$ cat config.mk
export PLATFORM = sky130hd
export DESIGN_NAME = ram_arbiter
export DESIGN_NICKNAME = d
export VERILOG_FILES = /design/src/rtl/ram_arbiter_pkg.sv /design/src/rtl/ram_arbiter_rr_arb2.sv /design/src/rtl/ram_arbiter.sv
export SDC_FILE = /design/constraint.sdc
export NUM_CORES = 1
export LEC_CHECK = 0
export CAP_MARGIN = 20
export CORE_MARGIN = 8
export CORE_UTILIZATION = 40
export CTS_CLUSTER_SIZE = 40
export DETAILED_ROUTE_END_ITERATION = 7
export GPL_TIMING_DRIVEN = 0
export PLACE_DENSITY = 0.79
export REMOVE_ABC_BUFFERS = 1
export SETUP_SLACK_MARGIN = 0.02
export SLEW_MARGIN = 5
export SYNTH_ARGS = -nofsm -noshare
export SYNTH_HDL_FRONTEND = slang
export SYNTH_SLANG_ARGS = --single-unit
$ cat constraint.sdc
create_clock -name clk -period 1.85 [get_ports clk]
set_input_delay 0.37 -clock clk [delete_from_list [all_inputs] [get_ports clk]]
set_output_delay 0.37 -clock clk [all_outputs]
set_load 0.01 [all_outputs]
$ cat src/rtl/ram_arbiter_pkg.sv
// rtl/ram_arbiter_pkg.sv - shared constants and types for the two-port RAM arbiter
package ram_arbiter_pkg;

  localparam int ADDR_W_DEF = 10;
  localparam int DATA_W_DEF = 8;

  typedef enum logic [1:0] {
    IDLE,
    CMD,
    RDWAIT
  } state_e;

  typedef struct packed {
    logic                  write;
    logic [ADDR_W_DEF-1:0] addr;
    logic [DATA_W_DEF-1:0] wdata;
  } req_t;

endpackage

$ cat src/rtl/ram_arbiter_rr_arb2.sv
// rtl/ram_arbiter_rr_arb2.sv - two-way round-robin grant with a one-bit last-grant pointer
module rr_arb2 (
  input  logic       clk,
  input  logic       rst,
  input  logic [1:0] valid_i,
  input  logic       enable_i,
  output logic [1:0] grant_o
);

  logic last_grant_d, last_grant_q;

  always_comb begin
    grant_o = 2'b00;
    if (enable_i) begin
      case (valid_i)
        2'b01:   grant_o = 2'b01;
        2'b10:   grant_o = 2'b10;
        // Contention goes to whoever did not win last time
        2'b11:   grant_o = last_grant_q ? 2'b01 : 2'b10;
        default: grant_o = 2'b00;
      endcase
    end
    last_grant_d = (grant_o != 2'b00) ? grant_o[1] : last_grant_q;
  end

  always_ff @(posedge clk) begin
    if (rst) begin
      last_grant_q <= 1'b1;
    end else begin
      last_grant_q <= last_grant_d;
    end
  end

endmodule

$ cat src/rtl/ram_arbiter.sv
// rtl/ram_arbiter.sv - two-requester round-robin sequencer for the 1024x8 single-port RAM
module ram_arbiter
  import ram_arbiter_pkg::*;
#(
  parameter int ADDR_W = ADDR_W_DEF,
  parameter int DATA_W = DATA_W_DEF
) (
  input  logic              clk,
  input  logic              rst,
  input  logic              req_valid_0,
  input  logic              req_write_0,
  input  logic [ADDR_W-1:0] req_addr_0,
  input  logic [DATA_W-1:0] req_wdata_0,
  output logic              req_ready_0,
  output logic              rsp_valid_0,
  output logic [DATA_W-1:0] rsp_rdata_0,
  input  logic              req_valid_1,
  input  logic              req_write_1,
  input  logic [ADDR_W-1:0] req_addr_1,
  input  logic [DATA_W-1:0] req_wdata_1,
  output logic              req_ready_1,
  output logic              rsp_valid_1,
  output logic [DATA_W-1:0] rsp_rdata_1,
  output logic [ADDR_W-1:0] ram_address,
  output logic [DATA_W-1:0] ram_data_in,
  output logic              ram_cs,
  output logic              ram_wr,
  output logic              ram_rd,
  input  logic [DATA_W-1:0] ram_data_out,
  output logic              busy
);

  state_e            state_q;
  logic              owner_q;
  logic              write_q;
  logic [1:0]        grant;
  logic [1:0]        rsp_valid_q;
  logic [DATA_W-1:0] rsp_rdata_0_q, rsp_rdata_1_q;
  logic [ADDR_W-1:0] ram_address_q;
  logic [DATA_W-1:0] ram_data_in_q;
  logic              ram_cs_q, ram_wr_q, ram_rd_q;
  logic              sel_write;
  logic [ADDR_W-1:0] sel_addr;
  logic [DATA_W-1:0] sel_wdata;

  rr_arb2 u_rr_arb2 (
    .clk      (clk),
    .rst      (rst),
    .valid_i  ({req_valid_1, req_valid_0}),
    .enable_i ((state_q == IDLE) && !rst),
    .grant_o  (grant)
  );

  assign req_ready_0 = grant[0];
  assign req_ready_1 = grant[1];

  always_comb begin
    sel_write = grant[1] ? req_write_1 : req_write_0;
    sel_addr  = grant[1] ? req_addr_1  : req_addr_0;
    sel_wdata = grant[1] ? req_wdata_1 : req_wdata_0;
  end

  always_ff @(posedge clk) begin
    if (rst) begin
      state_q       <= IDLE;
      owner_q       <= 1'b0;
      write_q       <= 1'b0;
      ram_address_q <= '0;
      ram_data_in_q <= '0;
      ram_cs_q      <= 1'b0;
      ram_wr_q      <= 1'b0;
      ram_rd_q      <= 1'b0;
      rsp_valid_q   <= 2'b00;
      rsp_rdata_0_q <= '0;
      rsp_rdata_1_q <= '0;
    end else begin
      ram_cs_q    <= 1'b0;
      ram_wr_q    <= 1'b0;
      ram_rd_q    <= 1'b0;
      rsp_valid_q <= 2'b00;
      case (state_q)
        IDLE: begin
          // Strobes are loaded with the command so they are live for the whole CMD cycle
          if (grant != 2'b00) begin
            state_q       <= CMD;
            owner_q       <= grant[1];
            write_q       <= sel_write;
            ram_address_q <= sel_addr;
            ram_data_in_q <= sel_wdata;
            ram_cs_q      <= 1'b1;
            ram_wr_q      <= sel_write;
            ram_rd_q      <= !sel_write;
          end
        end
        CMD: begin
          state_q <= write_q ? IDLE : RDWAIT;
        end
        RDWAIT: begin
          state_q              <= IDLE;
          rsp_valid_q[owner_q] <= 1'b1;
          if (owner_q) begin
            rsp_rdata_1_q <= ram_data_out;
          end else begin
            rsp_rdata_0_q <= ram_data_out;
          end
        end
        default: state_q <= IDLE;
      endcase
    end
  end

  assign ram_address = ram_address_q;
  assign ram_data_in = ram_data_in_q;
  assign ram_cs      = ram_cs_q;
  assign ram_wr      = ram_wr_q;
  assign ram_rd      = ram_rd_q;
  assign rsp_valid_0 = rsp_valid_q[0];
  assign rsp_valid_1 = rsp_valid_q[1];
  assign rsp_rdata_0 = rsp_rdata_0_q;
  assign rsp_rdata_1 = rsp_rdata_1_q;
  assign busy        = (state_q != IDLE);

endmodule

-- After elaboration in Yosys (flattened, before gate mapping)
Cells that the tools add are included.
- bits in registers: 44
- bits of input ports: 50
- output and inout bits: 42
- equal/unequal tests: 6
- $lt $le $gt $ge: 2
- bitwise logic cells: 4
- multiplexer cells: 12
- reduce and logical (&&, ||, !) cells: 13
- operators with widths (kind ; number):
    10-bit two-way mux ; 1
    2-bit two-way mux ; 4
    8-bit two-way mux ; 1
    2-bit == test, second input constant ; 3
    2-bit one-hot mux with 3 select lines ; 1
    2-bit AND reduction ; 3
    2-bit by 1-bit == test with 1-bit output, second input constant ; 2
    1-bit NOT ; 4
    2-bit one-hot mux with 2 select lines ; 1
    2-bit nonzero test ; 2
    2-bit OR reduction ; 2
    1-bit two-way mux ; 3
    3-bit OR reduction ; 1
    1-bit logical AND ; 2
    1-bit zero test ; 2
    2-bit zero test ; 1
    1-bit by 2-bit < comparator with 1-bit output, second input constant ; 1
    2-bit by 1-bit != test with 1-bit output, second input constant ; 1
    1-bit demux with 1-bit select ; 1
    1-bit greater-or-equal comparator, second input constant ; 1

-- Depth between registers and ports, before layout
- depth after elaboration: 6
- mapped depth: 5
- depth with buffers taken out: 3

-- Cells and area by module
From an unflattened synthesis, not the netlist that was laid out.
- cell total of the unflattened synthesis: 173
- area, all modules: 1788.0 sq um
- by module, submodules not included (module ; seq. area each (sq um) ; instances ; area each (sq um) ; cells an instance):
    ram_arbiter ; 860.8 ; 1 ; 1729.2 ; 165
    rr_arb2 ; 20.0 ; 1 ; 58.8 ; 8

-- Least setup slack after synthesis
OpenSTA, ideal clock, no wires.
- path kind: input to output
- from: in rst
- to: out req_ready_0
- slack: 0.367 ns
- buffers on the path: 2
- arrival time: 1.113 ns
- stages: 4
- path through: buf_2 > nor3_4 > buf_6 > and3_1
- word-level cells in the longest chain between the ends: 3
- ends and longest elaborated chain (element ; line ; source):
    from (decl) ; ram_arbiter.sv:9 ; input logic rst,
    1-bit zero test ; ram_arbiter.sv:50 ; .enable_i ((state_q == IDLE) && !rst),
    1-bit logical AND ; ram_arbiter.sv:50 ;
    2-bit two-way mux ; ram_arbiter_rr_arb2.sv:14 ; if (enable_i) begin
    to (decl) ; ram_arbiter.sv:14 ; output logic req_ready_0,
Every way passes these cells.

-- Worst setup path after layout
- from: reg state_q[1]
- to: out req_ready_1
- word-level cells in the longest chain between the ends: 3
- ends and longest elaborated chain (element ; line ; source):
    from (decl) ; ram_arbiter.sv:33 ; state_e state_q;
    from (signal assigned) ; ram_arbiter.sv:96 ; state_q <= write_q ? IDLE : RDWAIT;
    2-bit zero test ; ram_arbiter.sv:50 ;
    1-bit logical AND ; ram_arbiter.sv:50 ;
    2-bit two-way mux ; ram_arbiter_rr_arb2.sv:14 ;
    to (decl) ; ram_arbiter.sv:21 ; output logic req_ready_1,
Every way passes these cells.

==> results <==
==> critical path: cells and delay by family, from the launching register on <==
family	cells	cell delay [ns]
buf+inv	1	0.23
flops	1	0.37
simple gates	2	0.53
==> registers in the layout, summed over array words and instances (netlist names) <==
register                cells
state_q                     2
ram_data_in                 8
ram_wr                      1
rsp_rdata_1                 8
u_rr_arb2.last_grant_q      1
ram_address                10
owner_q                     1
ram_rd                      1
rsp_rdata_0                 8
write_q                     1
ram_cs                      1
rsp_valid_q                 2
==> kinds of logic after synthesis <==
| kind of cell | Yosys count | share of synthesized area |
|---|---|---|
| AO/OA/AOI/OAI | 63 | 0.2181 |
| AND/OR/NAND/NOR | 52 | 0.1492 |
| flip-flops | 44 | 0.4709 |
| buffers and inverters | 24 | 0.07625 |
| multiplexers | 16 | 0.08562 |
==> through the flow <==
stage	cells	hold WS, ns	worst slack, ns	total power, mW
after CTS	342	0.4232	0.02701	2.470
final	343	0.4400	0.05971	2.444
after detailed placement	326	0.4151	-0.9837	1.570
after global routing	343	0.4437	0.008420	2.569
after floorplan	178	0.3965	-0.1585	1.262
after global placement	323	0.4097	-2.607	1.543
==> power breakdown <==
group          switching, mW  internal [mW]  leakage (nW)
combinational          0.242          0.304         0.704
clock                  0.320          0.531        0.0642
sequential            0.0376           1.01         0.361
==> synth_stat cells, types with 2 or more instances <==
cell type,number
dfxtp_1,44
a21oi_1,19
a311oi_1,19
nand3_1,19
nor2_1,18
mux2i_1,16
o21ai_0,11
buf_2,9
o21ai_1,8
buf_4,5
buf_6,3
clkbuf_1,3
inv_1,3
a21boi_1,2
and2_1,2
and3_1,2
==> routing by layer <==
layer  track usage  wire [um]  vias to the layer above
met5             0          0                        -
met4       0.03883         47                        0
met3       0.07512        601                        6
met2        0.2858       2851                       84
met1        0.2056       2619                      865
li1              -          -                      915
==> path summary, 6_finish.rpt <==
check	startpoint	endpoint	slack (ns)
min	write_q	state_q[1]	0.44
max	state_q[1]	req_ready_1	0.06
max reg2reg	state_q[1]	ram_address[4]	0.23
min reg2reg	write_q	state_q[1]	0.44
==> timing repair <==
action	in CTS	in global routing
endpoints found under the setup margin	24	3
pin swaps	3	1
hold buffers	0	0
setup buffers	6	2
resized for setup	18	3
gates cloned	3	0
==> area by class of cell <==
cell class / instances / area [um2]
repair buffers: 102 / 1016
clock buffers: 5 / 68.82
clock inverters: 2 / 60.06
inverters: 3 / 11.26
fillers: 399 / 1624
flip-flops and latches: 44 / 888.4
well taps: 54 / 67.56
multi-input cells: 133 / 893.4
==> results.cfg <==
[synth]
ys_async_sr_fraction = 0
ys_seq_elements = 44
synthCells = 199
synth_area_um2 = 1871
synth-seq-area-share = 0.4709
synth_top_area_frac = 0.4709
yosysWarnings = 0
synth_cell_types = 32
syn_avg_cell_area_um2 = 9.400
synth_edf_count = 0
yosysTopAreaCell = dfxtp_1
ys.flop_type = dfxtp_1
synthTopCellsByArea = dfxtp_1 (47%), a311oi_1 (8.9%), mux2i_1 (8.6%)

[placed_design]
numPortBuffers = 91
dpl_cell_area_um2 = 2768
dpl.hpwl_um = 3837
gp_congestion = 0.6996

[finish]
nNetsFinal = 339
fin_util = 0.6492
drive_above_1_share = 0.1246
final_common_cell = clkdlybuf4s50_1
area_delta_synth_final_pct = 60.67
antenna_cells = 0
fin_area_um2 = 3005
final_cell_mix = clkdlybuf4s50_1 (85), dfxtp_1 (42), a311oi_1 (19), nand3_1 (19), a21oi_1 (19)

[grt]
grt_max_degree = 44
grt_pass1_wl_um = 10110
grtUsageTotal = 0.1746
antenna_found_initial = 0
gr-total-overflow = 0
grt_pass1_vias = 1946

[critical_path]
critPathArrivalTime_ns = 1.42
path_cells = or3_4 > nor2_4 > clkdlybuf4s15_2
slowest_delay_ns = 0.41
crit_path_max_fanout = 7
r2r_cells = 4
required_ns = 1.48
cp-end-kind = primary output
cp-start-kind = flop
critPathSlowestCell = or3_4
critical_path_class = reg -> out

[clocking]
clock_path_buffers = 2
cts_sinks = 44
clkTransAtPathRegs_ns = 0.08
cts_tree = built
h-tree-depth = 2
clock_latency_ns = 0.29
cts_inserted_buffers = 5
cts-root-buf = clkbuf_8

[sta]
finalMaxSlewViolations = 0
worst_pin_slew_ns = 0.6093
tns_ns = 0
final_hold_viol_count = 0
setup_viol = 0
finalClockSkew_ns = 0.005443
rsz0062_at_grt = true
fin_crit_ns = 1.790
post-route-period-util = 0.9677
max_freq_mhz = 558.6
max-slew-margin-rel = 0.5926

[routing]
firstDrtPassIters = 4
viasPerCell = 5.452
wl_per_cell_um = 17.84
totalWireLength_um = 6120
vias = 1870
drc = 0
drtAntennaViolNets = 0
dr.first_iter.drc_count = 99

[pwr]
leakage_nw = 1.130
ir_drop_mv = 0.4838
p_per_area_nw_per_um2 = 813.3

[floorplan]
pin_count = 92
die_width_um = 84.39
die_area_um2 = 7121
rows = 25
start_util = 0.4041
core_area_um2 = 4629
fp.dieH_um = 84.39

[outcome]
status = finished clean

[hold_path]
hp-class = reg -> reg
hold_depth = 1

[job]
drv_cap = 0
Note: power is estimated with default switching activity, not from simulation.
